File: src/rtl/pulse_train_generator_pkg.sv
// Shared state encoding and defaults for the pulse train generator.
package pulse_train_generator_pkg;
  localparam int CNT_W_DEF = 8;

  typedef enum logic [1:0] {
    ST_IDLE   = 2'd0,
    ST_HIGH   = 2'd1,
    ST_LOW    = 2'd2,
    ST_FINISH = 2'd3
  } state_e;
endpackage

File: src/rtl/pulse_train_generator_phase_timer.sv
// Loadable phase down-counter; o_expire marks the last cycle of a phase.
module pulse_train_generator_phase_timer #(
  parameter int CNT_W = 8
) (
  input  logic             clk,
  input  logic             rst_n,
  input  logic             i_load,
  input  logic             i_clr,
  input  logic [CNT_W-1:0] i_load_val,
  output logic             o_expire
);
  localparam logic [CNT_W-1:0] ONE = CNT_W'(1);

  logic [CNT_W-1:0] r_cnt;

  // A zero length is clamped to one clock so every phase is visible.
  always_ff @(posedge clk or negedge rst_n) begin
    if (!rst_n)                r_cnt <= '0;
    else if (i_clr)            r_cnt <= '0;
    else if (i_load)           r_cnt <= (i_load_val == '0) ? ONE : i_load_val;
    else if (r_cnt != '0)      r_cnt <= r_cnt - ONE;
  end

  assign o_expire = (r_cnt == ONE);
endmodule

File: src/rtl/pulse_train_generator.sv
// Burst generator: N registered pulses with programmable high/low widths.
module pulse_train_generator
  import pulse_train_generator_pkg::*;
#(
  parameter int CNT_W = CNT_W_DEF
) (
  input  logic             clk,
  input  logic             rst_n,
  input  logic             start,
  input  logic             abort,
  input  logic [CNT_W-1:0] num_pulses,
  input  logic [CNT_W-1:0] high_cycles,
  input  logic [CNT_W-1:0] low_cycles,
  output logic             data_out,
  output logic             busy,
  output logic             done,
  output logic [CNT_W-1:0] pulses_sent
);
  localparam logic [CNT_W-1:0] ONE = CNT_W'(1);

  state_e           r_state, w_state_nxt;
  logic [CNT_W-1:0] r_num, r_high, r_low, r_ps, w_ps_nxt, w_load_val;
  logic             r_data, r_busy, r_done;
  logic             w_load, w_clr, w_latch, w_expire;

  pulse_train_generator_phase_timer #(.CNT_W(CNT_W)) u_timer (
    .clk        (clk),
    .rst_n      (rst_n),
    .i_load     (w_load),
    .i_clr      (w_clr),
    .i_load_val (w_load_val),
    .o_expire   (w_expire)
  );

  always_comb begin
    w_state_nxt = r_state;
    w_ps_nxt    = r_ps;
    w_load      = 1'b0;
    w_load_val  = r_high;
    w_clr       = 1'b0;
    w_latch     = 1'b0;
    unique case (r_state)
      ST_IDLE: begin
        if (start && !abort) begin
          w_latch = 1'b1;
          if (num_pulses != '0) begin
            // First rising edge is counted on the HIGH entry edge.
            w_state_nxt = ST_HIGH;
            w_load      = 1'b1;
            w_load_val  = high_cycles;
            w_ps_nxt    = ONE;
          end else begin
            w_state_nxt = ST_FINISH;
            w_ps_nxt    = '0;
          end
        end
      end
      ST_HIGH: begin
        if (abort) begin
          w_state_nxt = ST_IDLE;
          w_clr       = 1'b1;
        end else if (w_expire) begin
          w_state_nxt = ST_LOW;
          w_load      = 1'b1;
          w_load_val  = r_low;
        end
      end
      ST_LOW: begin
        if (abort) begin
          w_state_nxt = ST_IDLE;
          w_clr       = 1'b1;
        end else if (w_expire) begin
          if (r_ps < r_num) begin
            w_state_nxt = ST_HIGH;
            w_load      = 1'b1;
            w_load_val  = r_high;
            w_ps_nxt    = r_ps + ONE;
          end else begin
            w_state_nxt = ST_FINISH;
          end
        end
      end
      ST_FINISH: w_state_nxt = ST_IDLE;
      default:   w_state_nxt = ST_IDLE;
    endcase
  end

  // Outputs are decoded from the next state so they land in dedicated flops.
  always_ff @(posedge clk or negedge rst_n) begin
    if (!rst_n) begin
      r_state <= ST_IDLE;
      r_num   <= '0;
      r_high  <= '0;
      r_low   <= '0;
      r_ps    <= '0;
      r_data  <= 1'b0;
      r_busy  <= 1'b0;
      r_done  <= 1'b0;
    end else begin
      r_state <= w_state_nxt;
      r_ps    <= w_ps_nxt;
      r_data  <= (w_state_nxt == ST_HIGH);
      r_busy  <= (w_state_nxt == ST_HIGH) || (w_state_nxt == ST_LOW);
      r_done  <= (w_state_nxt == ST_FINISH);
      if (w_latch) begin
        r_num  <= num_pulses;
        r_high <= high_cycles;
        r_low  <= low_cycles;
      end
    end
  end

  assign data_out    = r_data;
  assign busy        = r_busy;
  assign done        = r_done;
  assign pulses_sent = r_ps;
endmodule

File: config.mk
export PLATFORM = sky130hd
export DESIGN_NAME = pulse_train_generator
export DESIGN_NICKNAME = d
export VERILOG_FILES = /design/src/rtl/pulse_train_generator_pkg.sv /design/src/rtl/pulse_train_generator_phase_timer.sv /design/src/rtl/pulse_train_generator.sv
export SDC_FILE = /design/constraint.sdc
export NUM_CORES = 1
export LEC_CHECK = 0
export ABC_CLOCK_PERIOD_IN_PS = 7800
export CORE_MARGIN = 2
export CORE_UTILIZATION = 30
export DETAILED_ROUTE_END_ITERATION = 7
export MAX_ROUTING_LAYER = met4
export PLACE_DENSITY = 0.49
export SYNTH_ARGS = -nofsm -noshare
export SYNTH_HDL_FRONTEND = slang
export SYNTH_HIERARCHICAL = 1
export SYNTH_SLANG_ARGS = --single-unit
File: constraint.sdc
create_clock -name clk -period 7.8 [get_ports clk]
set_input_delay 2.34 -clock clk [delete_from_list [all_inputs] [get_ports clk]]
set_output_delay 2.34 -clock clk [all_outputs]
set_load 0.02 [all_outputs]
### Word-level counts from Yosys, hierarchy flattened

Cells that the tools add are included.

* output and inout bits: 11
* bits in registers: 45

* multiplexer cells: 35
* equality and inequality tests: 11
* add/sub/neg operators: 2
* reduce and logical (&&, ||, !) cells: 11
* $lt $le $gt $ge: 1

Operators by type and width (number)
* 8-bit two-way mux: 12
* 8-bit case mux with 2 select lines: 2
* 8-bit nonzero test: 2
* 2-bit two-way mux: 7
* 1-bit two-way mux: 12
* 8-bit by 1-bit adder with 8-bit output (second input constant): 1
* 2-bit equality test (second input constant): 4
* 8-bit by 1-bit equality test with 1-bit output (second input constant): 1
* 8-bit logical NOT: 1
* 8-bit less-than comparator: 1
* 2-bit case mux with 4 select lines: 1
* 8-bit by 1-bit subtractor with 8-bit output (second input constant): 1
* 2-bit inequality test (second input constant): 3
* 5-bit AND reduction: 1
* 2-bit by 1-bit equality test with 1-bit output (second input constant): 2
* 1-bit case mux with 3 select lines: 1
* 3-bit nonzero test: 1
* 2-bit logical NOT: 1
* 2-bit by 1-bit inequality test with 1-bit output (second input constant): 1
* 2-bit nonzero test: 1
* 2-bit OR reduction: 1
* 1-bit logical AND: 1
* 1-bit logical NOT: 1
* 1-bit logical OR: 1

### Logic depth before layout (Yosys ltp)

* depth after elaboration: 8
* gate-level depth with buffers: 12
* mapped depth without buffers: 12

### Hierarchy

Netlist, hierarchy kept.

By module, submodules not included
* pulse_train_generator: instances 1, sequential area each 925.9 µm², cells each 203, area an instance 2104.5 µm²
* pulse_train_generator_phase_timer: instances 1, sequential area each 200.2 µm², cells each 58, area an instance 560.5 µm²

### Least setup slack after synthesis

No wires, ideal clock.

* kind: input to register
* from: input abort
* to: register u_timer.r_cnt[1]
* library setup time: 0.121 ns
* arrival time: 4.401 ns
* stages on the path: 9
* buffers on the path: 2
* slack: 3.278 ns
* required time: 7.679 ns
* path through: nand3b_1 -> a21oi_1 -> clkbuf_1 -> a211oi_1 -> nor3_1 -> clkbuf_1 -> o21ai_0 -> mux2i_1 -> nor2_1

RTL lines
* start, declared: RTL line pulse_train_generator.sv:10 `input logic abort,`
* 1-bit logical NOT: RTL line pulse_train_generator.sv:44 `if (start && !abort) begin`
* 1-bit logical AND: RTL line pulse_train_generator.sv:44
* 1-bit two-way mux: RTL line pulse_train_generator.sv:44
* 1-bit case mux with 3 select lines (*): RTL line pulse_train_generator.sv:42 `unique case (r_state)`
* named net w_load: RTL line pulse_train_generator.sv:24 `logic w_load, w_clr, w_latch, w_expire;`
* 8-bit two-way mux: RTL line pulse_train_generator_phase_timer.sv:20 `else if (i_load) r_cnt <= (i_load_val == '0) ? ONE : i_load_val;`
* 8-bit two-way mux: RTL line pulse_train_generator_phase_timer.sv:19 `else if (i_clr) r_cnt <= '0;`
* end signal, assigned: RTL line pulse_train_generator_phase_timer.sv:20
* end signal, assigned: RTL line pulse_train_generator_phase_timer.sv:21 `else if (r_cnt != '0) r_cnt <= r_cnt - ONE;`
* end, declared: RTL line pulse_train_generator_phase_timer.sv:14 `logic [CNT_W-1:0] r_cnt;`

The timed path passes the listed nets; every way through them passes the cells marked *.
A chain may end at the register's enable or synchronous reset.

### Worst setup path after layout

* from: input abort
* to: register u_timer.r_cnt[0]

* cells in the longest elaborated chain, start to end: 8

Ends and longest elaborated chain
* 1-bit logical NOT: RTL line pulse_train_generator.sv:44
* 1-bit logical AND: RTL line pulse_train_generator.sv:44
* 8-bit two-way mux: RTL line pulse_train_generator.sv:44
* 8-bit case mux with 2 select lines (*): RTL line pulse_train_generator.sv:42
* named net w_load_val[2]: RTL line pulse_train_generator.sv:22 `logic [CNT_W-1:0] r_num, r_high, r_low, r_ps, w_ps_nxt, w_load_val;`
* 8-bit logical NOT (*): RTL line pulse_train_generator_phase_timer.sv:20
* 8-bit two-way mux (*) (2 in a row): RTL line pulse_train_generator_phase_timer.sv:20
* 8-bit two-way mux (*): RTL line pulse_train_generator_phase_timer.sv:19

Marks and branches as above.

==> metrics.md <==
| Metric | Value |
|---|---|
| Status | finished, final reports clean |
| Pin count of the biggest net entering global routing | 46 |
| Crit-path max cell delay | 690 ps |
| TritonCTS buffer count | 5 |
| Post-CTS sizing | 0 |
| Worst-Skew Late Latency | about 300 ps |
| Grt peak-use layer | met2 |
| Fill cell count | roughly 890 |
| Final Hold Fails | 0 |
| CTS root buffer | clkbuf_8 |
| Seq/Total Area, Yosys | 0.423 |
| Max-slew violations | 0 |
| Port bufs | 38 |
| WL per Instance | 15.2 µm |
| Pwr/cell area | 291 nW/µm² |
| GR Util met2 | 0.204 |
| Max-cap violations | 0 |
| Chip height | between 90 and 100 µm |
| Worst Setup Path Type | in2reg |
| Total gr overflow | 0 |
| Worst setup SP type | input pin |
| Post-synth EDFFs | 0 |
| Maximum vdd drop | 0.120 mV |
| Final TNS setup | 0 ps |
| Share of the synthesized area in the top cell type | 0.423 |
| CTS H-tree depth | 2 |
| Most common library cells after synthesis | dfrtp_1 (45), mux2_2 (24), inv_1 (22) |
| Nets | roughly 340 |
| Slew @ Worst Pin | 1040 ps |
| Final worst setup slack | approximately 2300 ps |
| Initial DRT Pass Iterations | 5 |
| Hold WC Path Type | reg2reg |
| Total wire length | 6210 µm |
| Min Tclk post-route | 5500 ps |
| PnR Total Power | 0.947 mW |
| 1st-iter DRT viols | about 170 |
| Async SR Flop Fraction | 1.00 |
| # setup viols final | 0 |
| Max Clock Skew | 3.99 ps |
| Worst-path cell with the longest stage delay | a21oi_1 |
| Yosys warnings | 6 |
| Library cells used by synthesis | 46 |
| Starting Density | 0.307 |
| Multi-input combinational cell area | 1420 µm² |
| Clock sinks | 45 |
| Die X | 98.3 µm |
| Post-Syn Instances | 261 |
| CP most frequent cell | a21oi_1 |
| Leakage | 1.43 nW |
| Share of layout cells above drive strength 1 | 0.143 |
| Clk pin slew, worst setup/hold paths | about 90 ps |
| Post-CTS setup buffer count | 0 |
| Via count | ~2100 |
| Post-Syn Area | about 2700 µm² |
| CP cell instances | clkdlybuf4s50_1 -> nand3b_1 -> buf_4 -> a21oi_1 -> o21ai_1 -> a222oi_1 -> inv_1 -> nor4_1 -> a21oi_1 -> a221oi_2 |
| GR Layer Usage met3 | 0.0229 |
| Synth area leader | dfrtp_1 |
| Gr usage total | 0.137 |
| GR Util met1 | 0.191 |
| Top cells by area, synth | dfrtp_1 (42%), mux2_2 (10%), ha_1 (8.0%) |
| Period Utilization, post-route | 0.706 |
| FP Rows | 34 |
| RSZ-0062 raised after global routing | false |
| Die area | 9650 µm² |
| Slew margin rel. | 0.308 |
| Mapped Nets | 306 |
| Crit path max fanout | 25 |
| ANT cells | 0 |
| HPWL Detailed | 4480 µm |
| Data required, critical path | about 8000 ps |
| Core Box Area | 8680 µm² |
| Vias in the first global route | about 2000 |
| Global placement routability congestion | 0.831 |
| Pre-CTS WS | 1910 ps |
| TritonCTS clock tree | built |
| Max Freq | 182 MHz |
| Synth Area per Inst | 10.2 µm² |
| CP arrival | about 5700 ps |
| Syn-to-layout area delta | 21.9% |
| Final core utilization | 0.374 |
| Cts hold-fix bufs | 0 |
| Final ANT Viol Nets | 0 |
| Yosys reg bits | 45 |
| Top_reg_cell synth | dfrtp_1 |
| DRC | 0 |
| # IOs | 39 |
| Maximum buffer depth of the clock tree | 2 |
| Vias/cell | between 5 and 6 |
| Most common cell in the netlist | dfrtp_1 |
| First-pass GRT wire length | ~10000 µm |
| Initial antenna violation count | 0 |
| Reg area | ~1100 µm² |
| CP endpoint kind | flop |
-- layer usage --
metal | vias to the layer above | share of wire
li1 | 1024 | -
met1 | 1019 | 0.50
met2 | 37 | 0.46
met3 | 10 | 0.027
met4 | 0 | 0.019
met5 | - | 0
-- registers in the layout (all words and copies together), names as in the netlist --
| signal | flops |
|---|---|
| r_num | 8 |
| u_timer/r_cnt | 8 |
| r_low | 8 |
| r_high | 8 |
| busy | 1 |
| pulses_sent | 8 |
| data_out | 1 |
| done | 1 |
| r_state | 2 |
-- cells by family after synthesis --
kind of cell | after synthesis | synth area share
flops | 45 | 0.423
simple gates | 81 | 0.175
fa+ha+maj | 17 | 0.0798
buf+inv | 31 | 0.0465
mux | 26 | 0.109
compound gates | 55 | 0.148
xor+xnor | 6 | 0.0197
-- where the power goes --
part           switching, mW  internal [mW]
Clock                 0.0876         0.0648
Combinational          0.208          0.201
Sequential            0.0602          0.325
Total                  0.356          0.591
-- critical path, delay by kind of cell --
kind                   cells  cell delay, ps
and+or+nand+nor            2             550
AOI/OAI and AO/OA          5            1940
buffers and inverters      3             870
-- layout by cell type (no fill, tap or decap), types with 7 or more instances in the layout --
cell type / count
a21oi_1: 13
a222oi_1: 8
clkdlybuf4s50_1: 37
dfrtp_1: 45
ha_1: 17
inv_1: 22
mux2_2: 24
nand2_1: 20
nand2b_1: 7
nor2_1: 11
nor2b_1: 8
o21ai_0: 10
-- cell type report --
cell class,count,share of cell area
tap,108,0.0416
clock buffer,5,0.0212
timing repair buffer,40,0.120
sequential,45,0.347
multi-input combinational,185,0.437
inverter,22,0.0254
clock inverter,3,0.00770
-- metrics by stage --
step / cells / hold WS, ps / cell area (µm²)
finish: 408 / 503 / 3250
global route: 408 / 530 / 3250
CTS: 408 / 512 / 3250
detailed placement: 400 / 488 / 3150
global placement: 400 / 487 / 3150
floorplan: 261 / 471 / 2670
-- worst paths after layout --
kind	end	startpoint	depth (start not counted)	slack, ps
max in group asynchronous	u_timer/r_cnt[0]	rst_n	1	4940
worst min register to register	r_num[0]	r_num[0]	1	500
min in group asynchronous	pulses_sent[4]	rst_n	1	2220
worst max-delay path	u_timer/r_cnt[0]	abort	10	2300
worst min-delay path	r_num[0]	r_num[0]	1	500
worst max register to register	u_timer/r_cnt[0]	r_state[0]	11	4100
No activity file was read; power rests on OpenSTA's default activity.
